===== config.mk =====
export PLATFORM = sky130hd
export DESIGN_NAME = serial_subtractor_flat
export DESIGN_NICKNAME = d
export VERILOG_FILES = /design/src/rtl/serial_subtractor_if.sv /design/src/rtl/serial_subtractor.sv /design/src/flat_wrapper.sv
export SDC_FILE = /design/constraint.sdc
export NUM_CORES = 1
export LEC_CHECK = 0
export ABC_AREA = 0
export BUFFER_PORTS_ARGS = -buffer_cell sky130_fd_sc_hd__buf_2
export CAP_MARGIN = 40
export CELL_PAD_IN_SITES_DETAIL_PLACEMENT = 0
export CELL_PAD_IN_SITES_GLOBAL_PLACEMENT = 2
export CORE_UTILIZATION = 31
export DETAILED_ROUTE_END_ITERATION = 10
export GPL_TIMING_DRIVEN = 0
export HOLD_SLACK_MARGIN = 0.06
export PLACE_DENSITY_LB_ADDON = 0.1
export SKIP_CTS_REPAIR_TIMING = 1
export SYNTH_ARGS = -nofsm -noshare
export SYNTH_HDL_FRONTEND = slang
export SYNTH_SLANG_ARGS = --single-unit

===== constraint.sdc =====
create_clock -name clk -period 1.7 [get_ports clk]
set_input_delay 0 -clock clk [delete_from_list [all_inputs] [get_ports clk]]
set_output_delay 0 -clock clk [all_outputs]
set_load 0.02 [all_outputs]

===== src/rtl/serial_subtractor_if.sv =====
// Operand/result handshake bundle for the bit-serial subtractor.
// The master supplies operands and consumes results; the slave is the subtractor.
interface serial_subtractor_if #(
  parameter int WIDTH = 8
);
  logic             start_valid;
  logic             start_ready;
  logic [WIDTH-1:0] a;
  logic [WIDTH-1:0] b;
  logic             result_valid;
  logic             result_ready;
  logic [WIDTH-1:0] diff;
  logic             borrow;
  logic             zero;

  modport master (
    output start_valid,
    output a,
    output b,
    output result_ready,
    input  start_ready,
    input  result_valid,
    input  diff,
    input  borrow,
    input  zero
  );

  modport slave (
    input  start_valid,
    input  a,
    input  b,
    input  result_ready,
    output start_ready,
    output result_valid,
    output diff,
    output borrow,
    output zero
  );
endinterface


===== src/rtl/serial_subtractor.sv =====
// Bit-serial unsigned subtractor: a - b, one bit per clock, LSB first,
// with a single borrow flip-flop between bit steps.
//
// state | meaning
// ------+-----------------------------------------------------------
// IDLE  | ready for operands (start_ready = 1)
// BUSY  | one bit step per cycle, WIDTH steps in total
// DONE  | result held on diff/borrow/zero until result_ready
module serial_subtractor #(
  parameter int WIDTH = 8
) (
  input  logic                clk,
  input  logic                reset,
  serial_subtractor_if.slave  bus
);

  localparam int             CW        = $clog2(WIDTH) + 1;
  localparam logic [CW-1:0]  LAST_STEP = CW'(WIDTH - 1);

  typedef enum logic [1:0] {
    IDLE = 2'b00,
    BUSY = 2'b01,
    DONE = 2'b10
  } state_t;

  state_t           state;
  state_t           state_nx;

  logic [WIDTH-1:0] a_sh;
  logic [WIDTH-1:0] b_sh;
  logic [WIDTH-1:0] res_sh;
  logic [WIDTH-1:0] res_nx;
  logic             borrow_ff;
  logic             borrow_q;
  logic             zero_q;
  logic [CW-1:0]    cnt;

  logic             ai;
  logic             bi;
  logic             d;
  logic             bout;
  logic             last_step;
  logic             accept;
  logic             deliver;

  // One full-subtractor slice on the current LSBs plus handshake decodes.
  always_comb begin
    ai        = a_sh[0];
    bi        = b_sh[0];
    d         = ai ^ bi ^ borrow_ff;
    bout      = (~ai & bi) | (~(ai ^ bi) & borrow_ff);
    res_nx    = {d, res_sh[WIDTH-1:1]};
    last_step = (cnt == LAST_STEP);
    accept    = (state == IDLE) && bus.start_valid;
    deliver   = (state == DONE) && bus.result_ready;
  end

  // State register; reset wins over any handshake on the same edge.
  always_ff @(posedge clk) begin
    if (reset) begin
      state <= IDLE;
    end else begin
      state <= state_nx;
    end
  end

  // Next-state logic; the unused encoding falls back to IDLE.
  always_comb begin
    state_nx = IDLE;
    case (state)
      IDLE:    state_nx = accept    ? BUSY : IDLE;
      BUSY:    state_nx = last_step ? DONE : BUSY;
      DONE:    state_nx = deliver   ? IDLE : DONE;
      default: state_nx = IDLE;
    endcase
  end

  // Operand capture, bit steps, and result registration on the final step.
  always_ff @(posedge clk) begin
    if (reset) begin
      a_sh      <= '0;
      b_sh      <= '0;
      res_sh    <= '0;
      borrow_ff <= 1'b0;
      borrow_q  <= 1'b0;
      zero_q    <= 1'b0;
      cnt       <= '0;
    end else begin
      case (state)
        IDLE: begin
          if (accept) begin
            a_sh      <= bus.a;
            b_sh      <= bus.b;
            borrow_ff <= 1'b0;
            cnt       <= '0;
          end
        end
        BUSY: begin
          a_sh      <= a_sh >> 1;
          b_sh      <= b_sh >> 1;
          res_sh    <= res_nx;
          borrow_ff <= bout;
          // Counter stops at the last step so it can never wrap.
          if (!last_step) begin
            cnt <= cnt + CW'(1);
          end else begin
            borrow_q <= bout;
            zero_q   <= ~|res_nx;
          end
        end
        default: begin
          // DONE and the unused encoding hold every register.
        end
      endcase
    end
  end

  assign bus.start_ready  = (state == IDLE);
  assign bus.result_valid = (state == DONE);
  assign bus.diff         = res_sh;
  assign bus.borrow       = borrow_q;
  assign bus.zero         = zero_q;

endmodule


===== src/flat_wrapper.sv =====
// flat-port wrapper written by rule: the top's interface ports become plain ports
module serial_subtractor_flat 
#(
  parameter int WIDTH = 8
)
  (clk, reset, bus_start_valid, bus_a, bus_b, bus_result_ready, bus_start_ready, bus_result_valid, bus_diff, bus_borrow, bus_zero);
  serial_subtractor_if #(.WIDTH(WIDTH)) bus_i ();
  input  logic clk;
  input  logic reset;
  input wire logic [$bits(bus_i.start_valid)-1:0] bus_start_valid;
  input wire logic [$bits(bus_i.a)-1:0] bus_a;
  input wire logic [$bits(bus_i.b)-1:0] bus_b;
  input wire logic [$bits(bus_i.result_ready)-1:0] bus_result_ready;
  output wire logic [$bits(bus_i.start_ready)-1:0] bus_start_ready;
  output wire logic [$bits(bus_i.result_valid)-1:0] bus_result_valid;
  output wire logic [$bits(bus_i.diff)-1:0] bus_diff;
  output wire logic [$bits(bus_i.borrow)-1:0] bus_borrow;
  output wire logic [$bits(bus_i.zero)-1:0] bus_zero;
  assign bus_i.start_valid = bus_start_valid;
  assign bus_i.a = bus_a;
  assign bus_i.b = bus_b;
  assign bus_i.result_ready = bus_result_ready;
  assign bus_start_ready = bus_i.start_ready;
  assign bus_result_valid = bus_i.result_valid;
  assign bus_diff = bus_i.diff;
  assign bus_borrow = bus_i.borrow;
  assign bus_zero = bus_i.zero;
  serial_subtractor #(.WIDTH(WIDTH)) u_core (.clk(clk), .reset(reset), .bus(bus_i));
endmodule

# == Word level (Yosys, flattened, before mapping) ==
# Cells that the tools add are included.
# op_classes
n_addsub,1
n_eq_ne,5
n_mux,13
bitwise,7
reduce_logical,9
# op_table
operator,count
$pmux W8 S2,2
$mux W8,2
$mux W4,2
$pmux W4 S2,1
$reduce_or A8 Y1,1
$pmux W2 S3,1
$add A4 B1 Y4 const B,1
$eq A4 B3 Y1 const B,1
$mux W2,2
$reduce_and A2 Y1,2
$reduce_and A3 Y1,1
$and A1 B1 Y1,2
$eq A2 B1 Y1 const B,1
$eq A2 B2 Y1 const B,1
$logic_and A1 B1 Y1,2
$logic_not A2 Y1,1
$mux W1,2
$ne A2 B1 Y1 const B,1
$ne A2 B2 Y1 const B,1
$not A1 Y1,2
$pmux W1 S2,1
$reduce_bool A2 Y1,1
$xor A1 B1 Y1,2
$logic_not A1 Y1,1
$or A1 B1 Y1,1
# totals
regBits,33
wordCells,43

# == Depth between registers and ports, before layout ==
# logic_depth
depth_word,5
ltp_mapped,5

# == Least setup slack after synthesis ==
# OpenSTA, ideal clock, no wires.
# synth_path
path_kind,register to register
startpoint,reg u_core.b_sh[0]
endpoint,"reg u_core.zero_q, in the netlist u_core.bus.zero"
arrival_time_ns,1.303
path_slack_ns,0.327
path_stages_with_launch,6
path_buffers,0
path_cell_list,dfxtp_1 > inv_1 > fa_1 > nor4_1 > nand4_1 > a21oi_1
# synth_between
elab_chain_len,4
# synth_lines
element,line,rtl
"start, declared",serial_subtractor.sv:30,logic [WIDTH-1:0] b_sh;
"start signal, assigned",serial_subtractor.sv:93,b_sh <= bus.b;
"start signal, assigned",serial_subtractor.sv:100,b_sh <= b_sh >> 1;
$xor A1 B1 Y1 (2 in a row),serial_subtractor.sv:50,d = ai ^ bi ^ borrow_ff;
via u_core.d,serial_subtractor.sv:40,logic d;
$reduce_or A8 Y1,serial_subtractor.sv:108,zero_q <= ~|res_nx;
$logic_not A1 Y1,serial_subtractor.sv:108,
"end signal, assigned",serial_subtractor.sv:108,
"end, declared",serial_subtractor.sv:35,logic zero_q;
# The timed path passes the listed nets, and every way through them passes these cells.
# A chain may end at the register's enable or synchronous reset.

# == Worst setup path in the final report ==
# Ends and elaborated chain as after synthesis.

==> metrics <==
outcome completed; CP endpoint kind register; Critical Path AT 1.72 ns; Max Cap Viol 0; vias in the first global route 1235; Hold WS 0.03456 ns; Hold Path Origin bus_b[5]; Final Skew 0.001659 ns; first-pass GRT wire length 5.947 mm; Hold Crit Class in2reg; internal power 1.210 mW; CTS Sinks 33; CP startpoint kind register; Port Buffer Count 31; core area 4384 um2; Root Buffer clkbuf_8; nets 227; Clk pwr share 0.341; CP required 1.91 ns; pwr dens 888.5 nW/um2; reg2reg end u_core.bus.zero; via count 1292; Hold Path End u_core.b_sh[5]; Synth Register Bits 33; R2R depth 5; row count 24; final WL 3.432 mm; htree depth 2; combinational power share 0.143; die area 4885 um2; Fin. Hold Viols 0; sequential share of the synthesized area 0.4623; vias per std cell 5.008; EDFF count, synth 0; most frequent cell after synthesis dfxtp_1; fin crit share 0.8894; yosys warns 0; FFs w/ async S/R, synth 0; GP Congestion 0.7511; post-DP HPWL 2.450 mm; Pre-antenna DRT Iters 4; top cells by count, synth 33 x dfxtp_1, 25 x a21oi_1, 16 x nand2_1, 14 x o21ai_1, 14 x o22ai_1; Fmax 661.4 MHz; Slew Viols, Final 0; VDD IR-drop max 0.0003798 V; Clock Latency Late Sink 0.28 ns; RSZ-0062 raised after global routing no; P_sw 0.4176 mW; Final Critical Period 1.512 ns; largest net degree at the start of global routing 11; hold path cells 3; die width 69.89 um; Seq pwr share 0.515; worst r2r src u_core.b_sh[0]; Inserted Diodes 0; Syn Nets 179; Cell Count Post-Placement 240; wire per inst 13.30 um; total CTS buffers 5; DR DRC count 0; Initial Util 0.3259; deepest clock path buffer count 2; cell taking the most area after synthesis dfxtp_1; Die Y 69.89 um; layout cells sized above 1 0.2718; classification of the worst setup path reg2reg; Synth area leaders dfxtp_1 46%, a21oi_1 8.8%, o22ai_1 6.1%; Reg2Reg Setup Slack 0.19 ns; Sw Share 0.2566; Setup-failing EPs final 0; cells after synthesis 157; I/O pins 32; Syn Std Cell Area 1429 um2; Top FF cell, synth dfxtp_1; post-route ant nets 0; Worst-path clk slew 0.06 ns; LEAKAGE 0.7472 nW; initial antenna violation count 0; worst slew pin tran 0.4885 ns; Netlist cell types 39; CTS tree yes; Total GRT Usage 0.1547; Layout area overhead 28.20%; post-synth top area share 0.4623; critical path peak fanout 2; fin cells 258; global route overflow 0; setup TNS 0 ns; relative max-transition margin 0.6743; 1st-iter DRT viols 66; mean area per synthesized cell 9.101 um2
## kinds of logic after synthesis
| logic type | Yosys count | synth area share |
|---|---|---|
| fa+ha+maj | 2 | 0.02277 |
| flops | 33 | 0.4623 |
| compound gates | 68 | 0.2951 |
| buf+inv | 17 | 0.06917 |
| simple gates | 37 | 0.1506 |
## placed cells by master, fill, tap and decap left out, types with 2 or more instances in the layout
| cell type | n |
|---|---|
| nor4_1 | 2 |
| nand2b_4 | 2 |
| nand2_1 | 16 |
| dfxtp_1 | 33 |
| inv_1 | 5 |
| nor2_1 | 8 |
| clkbuf_8 | 5 |
| buf_2 | 35 |
| a21oi_1 | 25 |
| o21ai_1 | 14 |
| clkbuf_1 | 3 |
| buf_6 | 3 |
| o22ai_1 | 14 |
| clkinv_2 | 2 |
| dlygate4sd3_1 | 10 |
| buf_4 | 2 |
| a32oi_1 | 2 |
## power by group through the flow
stage	logic, mW	clock network, mW	registers (mW)
after floorplan	0.149	0	0.854
after global placement	0.215	0	0.855
after detailed placement	0.218	0	0.856
after CTS	0.219	0.587	0.838
after global routing	0.263	0.628	0.844
final	0.233	0.556	0.839
## worst max-delay path by stage
stage | depth (start not counted) | end | from | slack [ns]
2_1_floorplan | 5 | u_core.bus.zero | u_core.b_sh[0] | 0.33
3_5_place_dp | 5 | u_core.bus.zero | u_core.b_sh[0] | 0.19
4_1_cts | 5 | u_core.bus.zero | u_core.b_sh[0] | 0.18
3_3_place_gp | 5 | u_core.bus.zero | u_core.b_sh[0] | 0.19
5_1_grt | 5 | u_core.bus.zero | u_core.b_sh[0] | 0.1
6_report | 5 | u_core.bus.zero | u_core.b_sh[0] | 0.19
## routing by layer
metal,vias to the layer above,GRT usage,part of all wire
li1,669,-,-
met1,586,0.2044,0.49
met2,35,0.2372,0.45
met3,2,0.05051,0.052
met4,0,0.05333,0.0055
met5,-,0,0
## metrics by stage
step	worst slack [ns]	utilization	power, mW	instance area, um2
floorplan	0.3272	-	1.003	1429
global placement	0.1870	0.3761	1.070	1649
detailed placement	0.1943	0.3761	1.074	1649
CTS	0.1770	0.3950	1.644	1732
global route	0.09901	0.4178	1.734	1832
finish	0.1880	0.4178	1.628	1832
## state kept, by name, summed over array words and instances, names as in the netlist
register	count
u_core.borrow_ff	1
u_core.bus.borrow	1
u_core.a_sh	8
u_core.bus.diff	8
u_core.b_sh	8
u_core.bus.zero	1
u_core.state	2
u_core.cnt	4
## worst max-delay path: stages, from the launching register on
cell and delay, ns:
dfxtp_1 0.31, inv_1 0.06, fa_1 0.51, nor4_1 0.29, nand4_1 0.14, a21oi_1 0.14
## final cells by class
type	count	area [um2]
well taps	52	65.06
fillers	457	2552
clock buffers	6	72.57
plain buffers	11	76.32
flip-flops and latches	33	660.6
repair buffers	41	255.2
clock inverters	2	10.01
inverters	6	22.52
multi-input cells	107	669.4
No activity file was read; power rests on OpenSTA's default activity.
